$ cat src/rtl/countdown_fsm_if.sv
// Control and display bundle between the egg-timer core and its user (panel or bench).
// Latency: none, wires only; every register sits in countdown_fsm.
// Backpressure: none; the panel drives commands level-sensitive, the timer always accepts.
//
// Signals
//  load/load_min/load_sec  preset request and BCD mm:ss preset
//  start/pause/ack         run control commands
//  min_bcd/sec_bcd         current BCD count (registered in the core)
//  running/alarm/state     status flags and encoded FSM state
interface countdown_fsm_if;
    logic       load;
    logic [7:0] load_min;
    logic [7:0] load_sec;
    logic       start;
    logic       pause;
    logic       ack;
    logic [7:0] min_bcd;
    logic [7:0] sec_bcd;
    logic       running;
    logic       alarm;
    logic [1:0] state;

    // Panel side: issues commands and reads the display.
    modport master (
        output load, load_min, load_sec, start, pause, ack,
        input  min_bcd, sec_bcd, running, alarm, state
    );

    // Timer side: consumes commands and drives the display.
    modport slave (
        input  load, load_min, load_sec, start, pause, ack,
        output min_bcd, sec_bcd, running, alarm, state
    );
endinterface

$ cat src/rtl/countdown_fsm.sv
// Down-counting BCD mm:ss egg timer with alarm hold; alarm clears on ack or after ALARM_SECS.
// Latency: 1 sec_clk edge from a sampled command to every output; all outputs registered.
// Backpressure: none; commands are level-sampled each edge, ack > pause > start > load.
//
// Ports
//  sec_clk  1 Hz timebase; every interface input is synchronous to it
//  rst      asynchronous, active-high reset
//  tmr      countdown_fsm_if.slave: load/load_min/load_sec/start/pause/ack in,
//           min_bcd/sec_bcd/running/alarm/state out
module countdown_fsm #(
    parameter int ALARM_SECS = 30,
    parameter int ACW        = 5
) (
    input  logic          sec_clk,
    input  logic          rst,
    countdown_fsm_if.slave tmr
);

    typedef enum logic [1:0] {
        IDLE   = 2'd0,
        RUN    = 2'd1,
        PAUSED = 2'd2,
        ALARM  = 2'd3
    } state_t;

    // Last alarm-counter value before the automatic return to IDLE.
    localparam logic [ACW-1:0] ALARM_LAST = ACW'(ALARM_SECS - 1);

    state_t         state_q;
    state_t         state_d;
    logic [7:0]     min_q;
    logic [7:0]     min_d;
    logic [7:0]     sec_q;
    logic [7:0]     sec_d;
    logic [ACW-1:0] actr_q;
    logic [ACW-1:0] actr_d;
    logic           running_q;
    logic           alarm_q;

    logic           count_zero;
    logic           count_one;
    logic [15:0]    count_dec;

    // Clamp one BCD digit to an upper limit (9 for most digits, 5 for seconds tens).
    function automatic logic [3:0] clamp_digit(input logic [3:0] d, input logic [3:0] lim);
        return (d > lim) ? lim : d;
    endfunction

    // One-second BCD decrement of {min_tens, min_units, sec_tens, sec_units}.
    // Borrow ripples units -> tens; seconds tens wraps to 5, minute digits to 9.
    // Never called with 00:00, so the minute-tens digit cannot underflow.
    function automatic logic [15:0] bcd_dec(input logic [15:0] c);
        logic [3:0] mt;
        logic [3:0] mu;
        logic [3:0] st;
        logic [3:0] su;
        {mt, mu, st, su} = c;
        if (su != 4'd0) begin
            su = su - 4'd1;
        end else begin
            su = 4'd9;
            if (st != 4'd0) begin
                st = st - 4'd1;
            end else begin
                st = 4'd5;
                if (mu != 4'd0) begin
                    mu = mu - 4'd1;
                end else begin
                    mu = 4'd9;
                    mt = mt - 4'd1;
                end
            end
        end
        return {mt, mu, st, su};
    endfunction

    assign count_zero = (min_q == 8'h00) && (sec_q == 8'h00);
    assign count_one  = (min_q == 8'h00) && (sec_q == 8'h01);
    assign count_dec  = bcd_dec({min_q, sec_q});

    // Next-state and next-count logic.
    always_comb begin
        state_d = state_q;
        min_d   = min_q;
        sec_d   = sec_q;
        actr_d  = actr_q;

        case (state_q)
            IDLE: begin
                // ack and pause do nothing here but still outrank start/load.
                if (!tmr.ack && !tmr.pause) begin
                    if (tmr.start) begin
                        // A zero preset would alarm instantly; refuse to start.
                        if (!count_zero) begin
                            state_d = RUN;
                        end
                    end else if (tmr.load) begin
                        min_d = {clamp_digit(tmr.load_min[7:4], 4'd9),
                                 clamp_digit(tmr.load_min[3:0], 4'd9)};
                        sec_d = {clamp_digit(tmr.load_sec[7:4], 4'd5),
                                 clamp_digit(tmr.load_sec[3:0], 4'd9)};
                    end
                end
            end

            RUN: begin
                if (tmr.ack) begin
                    state_d = IDLE;
                    min_d   = 8'h00;
                    sec_d   = 8'h00;
                end else if (tmr.pause) begin
                    state_d = PAUSED;
                end else if (count_zero) begin
                    // Unreachable in normal use; go straight to alarm rather than wrap.
                    state_d = ALARM;
                    actr_d  = '0;
                end else begin
                    {min_d, sec_d} = count_dec;
                    if (count_one) begin
                        state_d = ALARM;
                        actr_d  = '0;
                    end
                end
            end

            PAUSED: begin
                if (tmr.ack) begin
                    state_d = IDLE;
                    min_d   = 8'h00;
                    sec_d   = 8'h00;
                end else if (!tmr.pause && tmr.start) begin
                    state_d = RUN;
                end
            end

            ALARM: begin
                min_d = 8'h00;
                sec_d = 8'h00;
                if (tmr.ack || (actr_q == ALARM_LAST)) begin
                    state_d = IDLE;
                    actr_d  = '0;
                end else begin
                    actr_d = actr_q + 1'b1;
                end
            end

            default: begin
                state_d = IDLE;
                min_d   = 8'h00;
                sec_d   = 8'h00;
                actr_d  = '0;
            end
        endcase
    end

    // State, count and status flags; flags are decoded from the next state so they
    // change on the same edge as the state itself.
    always_ff @(posedge sec_clk or posedge rst) begin
        if (rst) begin
            state_q   <= IDLE;
            min_q     <= 8'h00;
            sec_q     <= 8'h00;
            actr_q    <= '0;
            running_q <= 1'b0;
            alarm_q   <= 1'b0;
        end else begin
            state_q   <= state_d;
            min_q     <= min_d;
            sec_q     <= sec_d;
            actr_q    <= actr_d;
            running_q <= (state_d == RUN);
            alarm_q   <= (state_d == ALARM);
        end
    end

    assign tmr.min_bcd = min_q;
    assign tmr.sec_bcd = sec_q;
    assign tmr.running = running_q;
    assign tmr.alarm   = alarm_q;
    assign tmr.state   = state_q;

endmodule

$ cat src/flat_wrapper.sv
// flat-port wrapper written by rule: the top's interface ports become plain ports
module countdown_fsm_flat 
#(
    parameter int ALARM_SECS = 30,
    parameter int ACW        = 5
)
  (sec_clk, rst, tmr_load, tmr_load_min, tmr_load_sec, tmr_start, tmr_pause, tmr_ack, tmr_min_bcd, tmr_sec_bcd, tmr_running, tmr_alarm, tmr_state);
  countdown_fsm_if tmr_i ();
  input  logic sec_clk;
  input  logic rst;
  input wire logic [$bits(tmr_i.load)-1:0] tmr_load;
  input wire logic [$bits(tmr_i.load_min)-1:0] tmr_load_min;
  input wire logic [$bits(tmr_i.load_sec)-1:0] tmr_load_sec;
  input wire logic [$bits(tmr_i.start)-1:0] tmr_start;
  input wire logic [$bits(tmr_i.pause)-1:0] tmr_pause;
  input wire logic [$bits(tmr_i.ack)-1:0] tmr_ack;
  output wire logic [$bits(tmr_i.min_bcd)-1:0] tmr_min_bcd;
  output wire logic [$bits(tmr_i.sec_bcd)-1:0] tmr_sec_bcd;
  output wire logic [$bits(tmr_i.running)-1:0] tmr_running;
  output wire logic [$bits(tmr_i.alarm)-1:0] tmr_alarm;
  output wire logic [$bits(tmr_i.state)-1:0] tmr_state;
  assign tmr_i.load = tmr_load;
  assign tmr_i.load_min = tmr_load_min;
  assign tmr_i.load_sec = tmr_load_sec;
  assign tmr_i.start = tmr_start;
  assign tmr_i.pause = tmr_pause;
  assign tmr_i.ack = tmr_ack;
  assign tmr_min_bcd = tmr_i.min_bcd;
  assign tmr_sec_bcd = tmr_i.sec_bcd;
  assign tmr_running = tmr_i.running;
  assign tmr_alarm = tmr_i.alarm;
  assign tmr_state = tmr_i.state;
  countdown_fsm #(.ALARM_SECS(ALARM_SECS), .ACW(ACW)) u_core (.sec_clk(sec_clk), .rst(rst), .tmr(tmr_i));
endmodule
$ cat config.mk
export PLATFORM = sky130hd
export DESIGN_NAME = countdown_fsm_flat
export DESIGN_NICKNAME = d
export VERILOG_FILES = /design/src/rtl/countdown_fsm_if.sv /design/src/rtl/countdown_fsm.sv /design/src/flat_wrapper.sv
export SDC_FILE = /design/constraint.sdc
export NUM_CORES = 1
export LEC_CHECK = 0
export CELL_PAD_IN_SITES_DETAIL_PLACEMENT = 1
export CELL_PAD_IN_SITES_GLOBAL_PLACEMENT = 2
export CORE_UTILIZATION = 30
export CTS_CLUSTER_DIAMETER = 150
export DETAILED_ROUTE_END_ITERATION = 7
export PLACE_DENSITY = 0.79
export SLEW_MARGIN = 25
export SYNTH_ARGS = -nofsm -noshare
export SYNTH_HDL_FRONTEND = slang
export SYNTH_SLANG_ARGS = --single-unit
$ cat constraint.sdc
create_clock -name sec_clk -period 5.6 [get_ports sec_clk]
set_clock_uncertainty 0.05 [all_clocks]
set_input_delay 0.84 -clock sec_clk [delete_from_list [all_inputs] [get_ports sec_clk]]
set_output_delay 0.84 -clock sec_clk [all_outputs]
set_load 0.005 [all_outputs]
==> flow_metrics.env, run 1 <==
export IMPL_critPathLaunch="tmr_pause"
export IMPL_cts_buffers=3
export IMPL_rsz0062_at_grt="false"
export IMPL_cp_arrival_ns=2.92
export IMPL_syn_num_nets=219
export IMPL_overflow=0
export IMPL_final_instance_count_excl_fill=300
export IMPL_cp_end_kind="register"
export IMPL_final_cell_mix="clkdlybuf4s50_1 (41), dfrtp_1 (25), o21ai_0 (22)"
export IMPL_min_period_over_period_pct=49.97
export IMPL_cp_slowest_cell="a221oi_1"
export IMPL_r2r_cells=7
export IMPL_antennaDiodeCount=0
export IMPL_crit_type="in2reg"
export IMPL_portBuffers=41
export IMPL_viasPerCell=5.613
export IMPL_yosysSeqAreaShare_pct=37.26
export IMPL_r2r_end="u_core.actr_q[4]"
export IMPL_dieArea_mm2=0.005901
export IMPL_std_cell_rows=26
export IMPL_maxSlewHeadroom_pct=33.37
export IMPL_critPathCapture="u_core.tmr.min_bcd[2]"
export IMPL_p_leak_uw=0.0008681
export IMPL_first_pass_iters=4
export IMPL_place_congestion=0.8531
export IMPL_yosys_cell_types_count=50
export IMPL_final_common_cell="clkdlybuf4s50_1"
export IMPL_hp_class="reg2reg"
export IMPL_nNetsFinal=259
export IMPL_die_y_um=76.82
export IMPL_initial_utilization_pct=32.06
export IMPL_coreArea_mm2=0.005238
export IMPL_finalHoldViolCount=0
export IMPL_synth_xor_area_share_pct=0
export IMPL_worstPathMaxFanout=8
export IMPL_ant_nets=0
export IMPL_yosys_warnings=0
export IMPL_io_pins=42
export IMPL_synthMuxAreaShare_pct=1.863
export IMPL_dp_cells=296
export IMPL_synth_simple_area_share_pct=20.34
export IMPL_irDropWorstVdd_uv=116.6
export IMPL_worst_slew_pin_transition_ns=0.9995
export IMPL_post_dp_hpwl_mm=3.927
export IMPL_fin_crit_ns=2.798
export IMPL_setup_viol=0
export IMPL_layout_drive_gt1_share_pct=6.087
export IMPL_max_cap_violations=0
export IMPL_cts_htree_levels=1
export IMPL_ys_seq_elements=25
export IMPL_startpoint_type="input port"
export IMPL_postCtsSetupBuffers=0
export IMPL_crit_chain="clkdlybuf4s50_1 > nor4_1 > a221oi_1 > a21oi_4 > a22o_1"
export IMPL_antenna_found_initial=0
export IMPL_synth_async_reset_ratio_pct=100.0
export IMPL_r2r_start="u_core.tmr.min_bcd[0]"
export IMPL_fillers=637
export IMPL_clock_fmax_ghz=0.3573
export IMPL_grt_max_degree=26
export IMPL_utilization_pct=42.07
export IMPL_grt_pass1_wl_mm=9.094
export IMPL_cts_root_buffer="clkbuf_8"
export IMPL_critical_path_max_stage_delay_ns=0.87
export IMPL_synth_edf_count=0
export IMPL_syn_inst=191
export IMPL_p_per_area_mw_per_mm2=306.3
export IMPL_cts_resized=0
export IMPL_drv_slew=0
export IMPL_wl_mm=5.410
export IMPL_synth_adder_area_share_pct=4.471
export IMPL_cp_required_ns=5.72
export IMPL_status="finished clean"
export IMPL_drtIter0Drc=83
export IMPL_hold_buffers=0
export IMPL_avgSynthCellArea_um2=8.791
export IMPL_clkTransAtPathRegs_ns=0.10
export IMPL_synth_compound_area_share_pct=31.22
export IMPL_grt_pass1_vias=1784
export IMPL_die_x_um=76.82
export IMPL_clock_latency_ns=0.28
export IMPL_num_vias=1684
export IMPL_drc_errors=0
export IMPL_cts_sinks=25
export IMPL_ys_flop_type="dfrtp_1"
export IMPL_r2r_slack_ns=3.00
export IMPL_track_usage_pct=19.24
export IMPL_setup_tns_final_ns=0
export IMPL_cts_buffer_depth=2
export IMPL_cts_tree="done"
export IMPL_area_growth_pct=31.22
export IMPL_post_drt_wl_per_cell_um=18.03
export IMPL_syn_area_mm2=0.001679
export IMPL_synth_top_family_by_area="compound AO/OA/AOI/OAI gates"
-- critical path: cells and delay by family --
kind,cells,cell delay [ns]
AOI/OAI and AO/OA,3,1.28
and+or+nand+nor,1,0.13
buffers and inverters,1,0.66
-- worst min path at each step --
stage	from	endpoint	cells past startpoint
after CTS	u_core.actr_q[4]	u_core.actr_q[4]	1
final	u_core.actr_q[4]	u_core.actr_q[4]	1
after global placement	u_core.actr_q[4]	u_core.actr_q[4]	1
after floorplan	u_core.actr_q[4]	u_core.actr_q[4]	1
after detailed placement	u_core.actr_q[4]	u_core.actr_q[4]	1
after global routing	u_core.actr_q[3]	u_core.actr_q[3]	1
-- state kept, by name, summed over array words and instances, names as in the netlist --
name / cells
u_core.tmr.alarm: 1
u_core.tmr.state: 2
u_core.tmr.sec_bcd: 8
u_core.tmr.running: 1
u_core.actr_q: 5
u_core.tmr.min_bcd: 8
-- cell type report --
type | instances | area (µm²) | share of cell area (%)
clock buffers | 4 | 45.04 | 2.044
inverters | 15 | 56.30 | 2.555
flip-flops and latches | 25 | 625.6 | 28.39
multi-input cells | 145 | 978.4 | 44.41
well taps | 70 | 87.58 | 3.975
repair buffers | 41 | 410.4 | 18.63
-- Yosys cell counts, types with 4 or more instances --
library cell,count,area share [%]
a22oi_1,4,1.8
nor2b_1,4,1.5
o31ai_1,8,3.6
a21oi_1,12,3.6
dfrtp_1,25,37
ha_1,6,4.5
o21ai_0,22,6.6
nor3_1,8,2.4
nand2_1,6,1.3
nor3b_1,4,1.8
inv_1,15,3.4
a31oi_1,5,1.9
nand3_1,5,1.5
nor2_1,13,2.9
-- cell families after synthesis --
kind of cell	after synthesis
AOI/OAI and AO/OA	77
and+or+nand+nor	59
DFF	25
buffers and inverters	21
adders and majority gates	6
muxes	3
-- stage by stage --
step                hold slack, ns  power, µW  area, µm²  setup WS, ns
floorplan                   0.4155      416.2       1679         3.337
global placement            0.4450      554.1       2152         2.502
detailed placement          0.4634      564.3       2152         2.447
CTS                         0.4802      681.7       2197         2.721
global route                0.5071      727.0       2203         2.661
finish                      0.4761      674.9       2203         2.802
-- where the power goes --
group | internal (µW) | total (µW) | leakage, µW | switching [µW]
clock | 51.0 | 112 | 0.0000228 | 61.5
combinational | 147 | 279 | 0.000527 | 132
sequential | 220 | 283 | 0.000318 | 63.3
-- layer usage --
metal / track usage (%) / vias up / part of all wire [%]
met5: 0 / - / 0
met4: 7.115 / 0 / 1.2
met3: 1.667 / 5 / 3.0
met2: 30.89 / 38 / 48
met1: 26.67 / 831 / 48
li1: - / 810 / -
No activity file was read; power rests on OpenSTA's default activity.
==> inputs of run 2 (changes only) <==
--- a/config.mk
+++ b/config.mk
@@ -7,10 +7,10 @@
 export LEC_CHECK = 0
 export CELL_PAD_IN_SITES_DETAIL_PLACEMENT = 1
 export CELL_PAD_IN_SITES_GLOBAL_PLACEMENT = 2
-export CORE_UTILIZATION = 30
+export CORE_UTILIZATION = 26
 export CTS_CLUSTER_DIAMETER = 150
 export DETAILED_ROUTE_END_ITERATION = 7
-export PLACE_DENSITY = 0.79
+export PLACE_DENSITY = 0.73
 export SLEW_MARGIN = 25
 export SYNTH_ARGS = -nofsm -noshare
 export SYNTH_HDL_FRONTEND = slang
==> constraint.sdc (replaced) <==
create_clock -name sec_clk -period 2.45 [get_ports sec_clk]
set_clock_uncertainty 0.05 [all_clocks]
set_input_delay 0.3675 -clock sec_clk [delete_from_list [all_inputs] [get_ports sec_clk]]
set_output_delay 0.3675 -clock sec_clk [all_outputs]
set_load 0.005 [all_outputs]
==> flow_metrics.env, run 2 (synthesized netlist as in run 1, its figures left out) <==
export IMPL_status="finished clean"
export IMPL_hold_buffers=0
export IMPL_final_instance_count_excl_fill=323
export IMPL_drc_errors=0
export IMPL_grt_max_degree=26
export IMPL_clkTransAtPathRegs_ns=0.09
export IMPL_area_growth_pct=39.87
export IMPL_std_cell_rows=28
export IMPL_cts_htree_levels=1
export IMPL_placed_cell_area_mm2=0.002293
export IMPL_viasPerCell=5.325
export IMPL_antenna_found_initial=0
export IMPL_max_cap_violations=0
export IMPL_portBuffers=41
export IMPL_fin_crit_ns=2.221
export IMPL_nNetsFinal=277
export IMPL_cts_sinks=25
export IMPL_cts_buffer_depth=2
export IMPL_cts_root_buffer="clkbuf_8"
export IMPL_r2r_slack_ns=0.23
export IMPL_die_x_um=82.36
export IMPL_drv_slew=0
export IMPL_wl_mm=5.387
export IMPL_crit_type="reg2reg"
export IMPL_dp_cells=319
export IMPL_first_pass_iters=4
export IMPL_post_dp_hpwl_mm=4.157
export IMPL_utilization_pct=38.75
export IMPL_power_uw=1593
export IMPL_layout_drive_gt1_share_pct=13.31
export IMPL_cp_end_kind="register"
export IMPL_clock_latency_ns=0.28
export IMPL_final_common_cell="clkdlybuf4s50_1"
export IMPL_initial_utilization_pct=27.70
export IMPL_irDropWorstVdd_uv=260.0
export IMPL_p_per_area_mw_per_mm2=678.2
export IMPL_worstPathMaxFanout=8
export IMPL_finalHoldViolCount=0
export IMPL_track_usage_pct=18.05
export IMPL_coreArea_mm2=0.006061
export IMPL_drtIter0Drc=55
export IMPL_num_vias=1720
export IMPL_cp_arrival_ns=2.35
export IMPL_rsz0062_at_grt="false"
export IMPL_cts_resized=0
export IMPL_fin_ws_ns=0.2288
export IMPL_postCtsSetupBuffers=0
export IMPL_cts_tree="done"
export IMPL_post_place_ws_ns=-0.05896
export IMPL_p_leak_uw=0.0009612
export IMPL_post_drt_wl_per_cell_um=16.68
export IMPL_die_y_um=82.36
export IMPL_io_pins=42
export IMPL_antennaDiodeCount=0
export IMPL_grt_pass1_vias=1762
export IMPL_cts_buffers=3
export IMPL_dieArea_mm2=0.006783
export IMPL_cp_required_ns=2.58
export IMPL_grt_pass1_wl_mm=9.032
export IMPL_worst_slew_pin_transition_ns=1.095
export IMPL_final_area_mm2=0.002349
export IMPL_place_congestion=0.8404
export IMPL_setup_viol=0
export IMPL_hp_class="in2async"
export IMPL_ant_nets=0
export IMPL_startpoint_type="register"
export IMPL_clock_fmax_ghz=0.4502
export IMPL_final_cell_mix="clkdlybuf4s50_1 (41), dfrtp_1 (25), o21ai_0 (22)"
export IMPL_overflow=0
export IMPL_maxSlewHeadroom_pct=26.97
export IMPL_min_period_over_period_pct=90.66
## run 2: cell count changes in the layout (fill, tap and decap cells not counted), sizes merged
cell and delta:
buf +18
## run 2: critical path, stage by stage, from the launching register on
cell	delay, ns
dfrtp_1	0.40
inv_1	0.11
ha_1	0.23
or4b_4	0.49
a211o_1	0.33
a21oi_4	0.27
o21ai_2	0.08
a22o_1	0.18
## run 2: where the power goes
part / internal [µW] / switching (µW) / total [µW]
clock: 117 / 147 / 264
sequential: 503 / 128 / 632
combinational: 379 / 318 / 697
## run 2: layer usage
layer	wire length, µm	track usage [%]
met5	0	0
met4	87	6.842
met3	124	2.308
met2	2522	28.76
met1	2653	24.70
## run 2: path summary, 6_finish.rpt
| kind | from | cells past startpoint | end |
|---|---|---|---|
| worst max-delay path | u_core.tmr.sec_bcd[4] | 7 | u_core.tmr.min_bcd[2] |
| worst min-delay path | rst | 3 | u_core.tmr.sec_bcd[5] |
| worst max register to register | u_core.tmr.sec_bcd[4] | 7 | u_core.tmr.min_bcd[2] |
| worst min register to register | u_core.actr_q[4] | 1 | u_core.actr_q[4] |
| max in group asynchronous | rst | 3 | u_core.tmr.min_bcd[4] |
| min in group sec_clk | u_core.actr_q[4] | 1 | u_core.actr_q[4] |
## run 2: layout make-up
class / count / area (µm²)
multi-input cells: 145 / 982.2
fillers: 719 / 3712
inverters: 15 / 56.30
flip-flops and latches: 25 / 625.6
repair buffers: 59 / 545.5
clock buffers: 4 / 45.04
well taps: 75 / 93.84
## run 2: stage by stage
stage          hold slack, ns  setup TNS [ns]
2_1_floorplan          0.3448               0
3_3_place_gp           0.4610               0
3_5_place_dp           0.4676         -0.1022
4_1_cts                0.4011               0
5_1_grt                0.4320               0
6_report               0.3912               0
